--- config.mk ---
export PLATFORM = sky130hd
export DESIGN_NAME = shift_register_universal
export DESIGN_NICKNAME = d
export VERILOG_FILES = /design/src/rtl/shift_register_universal.sv
export SDC_FILE = /design/constraint.sdc
export NUM_CORES = 1
export LEC_CHECK = 0
export ABC_AREA = 1
export BUFFER_PORTS_ARGS = -buffer_cell sky130_fd_sc_hd__buf_2
export CORE_UTILIZATION = 44
export DETAILED_ROUTE_END_ITERATION = 8
export PLACE_DENSITY = 0.74
export REMOVE_ABC_BUFFERS = 1
export SYNTH_ARGS = -nofsm -noshare
export SYNTH_HDL_FRONTEND = slang
export SYNTH_SLANG_ARGS = --single-unit
--- constraint.sdc ---
create_clock -name clk -period 1.4 [get_ports clk]
set_input_delay 0.14 -clock clk [delete_from_list [all_inputs] [get_ports clk]]
set_output_delay 0.14 -clock clk [all_outputs]
set_load 0.02 [all_outputs]
--- src/rtl/shift_register_universal.sv ---
// Universal WIDTH-bit shift register: hold/shift/rotate/load/clear plus a counted multi-step engine.
// Latency: single-step and immediate commands finish at the accepting edge; k-step commands take k edges.
// Backpressure: busy=1 while a multi-step command runs; start and its operands are ignored until busy drops.
module shift_register_universal #(
    parameter  int WIDTH = 8,
    localparam int CNT_W = $clog2(WIDTH + 1)
) (
    input  logic             clk,
    input  logic             rst,
    input  logic             start,
    input  logic [2:0]       mode,
    input  logic [CNT_W-1:0] shift_amt,
    input  logic             ser_in,
    input  logic [WIDTH-1:0] par_in,
    output logic [WIDTH-1:0] out,
    output logic             ser_out_msb,
    output logic             ser_out_lsb,
    output logic             busy,
    output logic             done
);

    typedef enum logic {
        IDLE = 1'b0,
        RUN  = 1'b1
    } state_t;

    localparam logic [2:0] MODE_HOLD = 3'd0;
    localparam logic [2:0] MODE_SHL  = 3'd1;
    localparam logic [2:0] MODE_SHR  = 3'd2;
    localparam logic [2:0] MODE_ROL  = 3'd3;
    localparam logic [2:0] MODE_ROR  = 3'd4;
    localparam logic [2:0] MODE_LOAD = 3'd5;
    localparam logic [2:0] MODE_CLR  = 3'd6;

    state_t           state;
    logic [2:0]       lat_mode;
    logic [CNT_W-1:0] remaining;

    // One step of a shift/rotate mode; anything else leaves the value as-is.
    function automatic logic [WIDTH-1:0] step_fn(
        input logic [2:0]       md,
        input logic [WIDTH-1:0] v,
        input logic             s
    );
        case (md)
            MODE_SHL: step_fn = {v[WIDTH-2:0], s};
            MODE_SHR: step_fn = {s, v[WIDTH-1:1]};
            MODE_ROL: step_fn = {v[WIDTH-2:0], v[WIDTH-1]};
            MODE_ROR: step_fn = {v[0], v[WIDTH-1:1]};
            default:  step_fn = v;
        endcase
    endfunction

    // Serial taps are plain wires off the register.
    assign ser_out_msb = out[WIDTH-1];
    assign ser_out_lsb = out[0];

    // Command acceptance in IDLE and step sequencing in RUN; done is a registered one-cycle pulse.
    always_ff @(posedge clk or negedge rst) begin
        if (!rst) begin
            state     <= IDLE;
            out       <= '0;
            busy      <= 1'b0;
            done      <= 1'b0;
            remaining <= '0;
            lat_mode  <= MODE_HOLD;
        end else begin
            done <= 1'b0;
            case (state)
                IDLE: begin
                    if (start) begin
                        lat_mode <= mode;
                        case (mode)
                            MODE_LOAD: begin
                                out  <= par_in;
                                done <= 1'b1;
                            end
                            MODE_CLR: begin
                                out  <= '0;
                                done <= 1'b1;
                            end
                            MODE_SHL, MODE_SHR, MODE_ROL, MODE_ROR: begin
                                if (shift_amt == '0) begin
                                    done <= 1'b1;
                                end else begin
                                    out <= step_fn(mode, out, ser_in);
                                    if (shift_amt == CNT_W'(1)) begin
                                        done <= 1'b1;
                                    end else begin
                                        // First step already applied at this edge.
                                        state     <= RUN;
                                        busy      <= 1'b1;
                                        remaining <= shift_amt - CNT_W'(1);
                                    end
                                end
                            end
                            default: begin
                                done <= 1'b1;
                            end
                        endcase
                    end
                end
                RUN: begin
                    out       <= step_fn(lat_mode, out, ser_in);
                    remaining <= remaining - CNT_W'(1);
                    if (remaining == CNT_W'(1)) begin
                        state <= IDLE;
                        busy  <= 1'b0;
                        done  <= 1'b1;
                    end
                end
                default: begin
                    state <= IDLE;
                    busy  <= 1'b0;
                end
            endcase
        end
    end

endmodule

==> metrics.cfg <==
[global_routing]
grt_pass1_wl_mm=6.02
grt_max_degree=19
grtUsageTotal_pct=21.1
grt_overflow_total=0
grt_pass1_vias=1487
antenna_found_initial=0

[routing]
vias=1630
drt-initial-drc-count=83
routed_via_density=5.02
wl_per_cell_um=11.4
drcViolationCount=0
ant_nets=0
wirelength_mm=3.70
dr.pass1.iters=4

[hold_path]
hp-class=in2reg
min_from=start

[clock_network]
cts_tree=built
clock_path_buffers=2
htreeDepth=1
clk_pin_slew_ns=0.11
clock_latency_ns=0.30
cts_buffers=3
clock-sinks=18
root_buffer=clkbuf_4

[synthesis]
synth_fa_ha_area_share_pct=3.21
synthSimpleGateAreaFrac_pct=47.7
yosysSeqAreaShare_pct=28.9
synth_xor_area_share_pct=1.69
ys_types=29
synthFlopType=dfrtp_1
async_flop_share_pct=100
synth_edf_count=0
syn_area_um2=1560
synth_top_family_by_area=simple AND/OR/NAND/NOR gates
ys_ff_latch=18
synthMuxAreaShare_pct=0
netlist_instances=241
syn_avg_cell_area_um2=6.46
synth_compound_area_share_pct=8.43
yosysWarnings=0

[pwr]
power_per_cell_area_nw_per_um2=2070
swShare_pct=51.3
p_leak_nw=1.04
pwr-share-clk_pct=8.4
sequentialPowerShare_pct=29.0
p_int_mw=1.87
p_sw_mw=1.98
vdd.ir_drop.worst_mv=0.884
power_frac_comb_pct=62.6

[setup_path]
cp-startpoint=lat_mode[0]
r2r_start=lat_mode[0]
crit_buf_inv=1
crit_slowest_cell=dfrtp_2
path_cells=nand3b_1 > nand2_2 > buf_6 > nand2_1 > nand3_1 > nand3_1 > nand2_1
cp-end-kind=flip-flop
critical-path-top-delay-family=simple AND/OR/NAND/NOR gates
rrSetupSlack_ns=0.09
worstPathRequired_ns=1.65
critPathMaxFanout=6
cp.arrival_ns=1.56
criticalPathCategory=reg2reg
slowest_delay_ns=0.46
startpoint_type=flip-flop

[outcome]
outcome=completed

[placed_design]
dpl.hpwl_mm=2.81
globalplace.congestion=0.898
port_buffers=30
place_inst=318

[cells_and_area]
fin_cells=325
final_common_cell=nand2_1
syn_to_final_growth_pct=19.2
drive_gt1_share_pct=26.5
ff_latch_area_um2=453
layout_common_cells=87 x nand2_1, 38 x nand3_1, 30 x buf_2, 20 x inv_1, 16 x dfrtp_1
fillers=344
antenna_cells=0
multi_input_comb_area_um2=966
nNetsFinal=303

[sta]
setup_viol=0
slew-limit-headroom_pct=72.0
fin_setup_tns_ns=0
tightest_slew_ns=0.420
max_freq_mhz=763
fin_crit_sh_pct=93.6
hold_viol_final=0
drv_slew=0
finClkSkew_ns=0.0121
min_period_ns=1.31

[floorplanning]
dieArea_um2=3780
ios=31
coreArea_um2=3360
core.rowCount=21
die_h_um=61.5
die_x_um=61.5
start_util_pct=46.3

[job]
maxCapViolCount=0

kinds of logic (layout without fill, tap and decap cells):
| logic type | count (synthesis) | after routing |
|---|---|---|
| DFF | 18 | 18 |
| xor gates and xnor gates | 3 | 3 |
| buffers and inverters | 34 | 72 |
| and+or+nand+nor | 160 | 160 |
| AOI/OAI and AO/OA | 22 | 22 |
| adders and majority gates | 4 | 4 |
registers in the layout, indices dropped and copies added, names as in the netlist:
name / flops
remaining: 4
busy: 1
lat_mode: 3
state: 1
out: 8
done: 1
layout make-up:
cell class	instances	area share (%)
inverters	26	5.26
multi-input cells	189	52.0
repair buffers	42	13.3
well taps	46	3.10
clock buffers	4	1.95
flip-flops and latches	18	24.4
timing repair:
| item | CTS | global route |
|---|---|---|
| setup buffers | 0 | 2 |
| hold buffers | 1 | 0 |
| resized for setup | 0 | 11 |
| setup endpoints to repair | 0 | 8 |
| hold endpoints to repair | 18 | 0 |
cell usage after synthesis (2+ instances only):
master	number	area [µm²]
a21oi_1	2	10.0
buf_4	3	22.5
nor2_4	4	45.0
nand3_1	38	190
nand4_1	5	31.3
nor2_1	12	45.0
o21ai_0	11	55.1
buf_6	2	22.5
o21ai_1	5	25.0
dfrtp_1	18	450
xor2_1	2	17.5
nand2_4	4	45.0
inv_1	23	86.3
nand2_2	3	18.8
ha_1	4	50.1
inv_2	3	11.3
nand2_1	90	338
metal layers:
metal | track usage, % | up-vias | part of all wire [%]
li1 | - | 853 | -
met1 | 27.3 | 733 | 48
met2 | 36.3 | 42 | 47
met3 | 1.89 | 2 | 4.8
met4 | 8.57 | 0 | 0.65
met5 | 0 | - | 0
power groups by stage:
stage                     registers (mW)  logic [mW]  clock network, mW
after global placement              1.09        2.27                  0
after global routing                1.15        2.73              0.352
after detailed placement            1.09        2.29                  0
after CTS                           1.08        2.30              0.333
final                               1.12        2.41              0.325
after floorplan                     1.25        1.45                  0
tightest hold or removal path: stages:
cell and delay (ns):
buf_2 0.11, nand2_1 0.08, a21boi_0 0.08
per-stage QoR:
step	hold WS, ns	cell area [µm²]	setup WS, ns	total power [mW]	util (%)
6_report	0.163	1860	0.0893	3.85	55.2
5_1_grt	0.160	1860	-0.0246	4.23	55.2
4_1_cts	0.151	1820	0.00946	3.72	54.1
3_5_place_dp	0.0947	1770	0.0299	3.39	52.8
3_3_place_gp	0.0970	1770	0.0894	3.36	52.8
2_1_floorplan	-0.156	1500	0.0310	2.70	-
path summary, 6_finish.rpt:
kind,to,cells after the start
worst max-delay path,out[5],7
worst min-delay path,state,3
worst max register to register,out[5],7
worst min register to register,busy,2
max in group asynchronous,lat_mode[0],2
min in group asynchronous,out[1],2
Power figures use the tool's default switching activity.
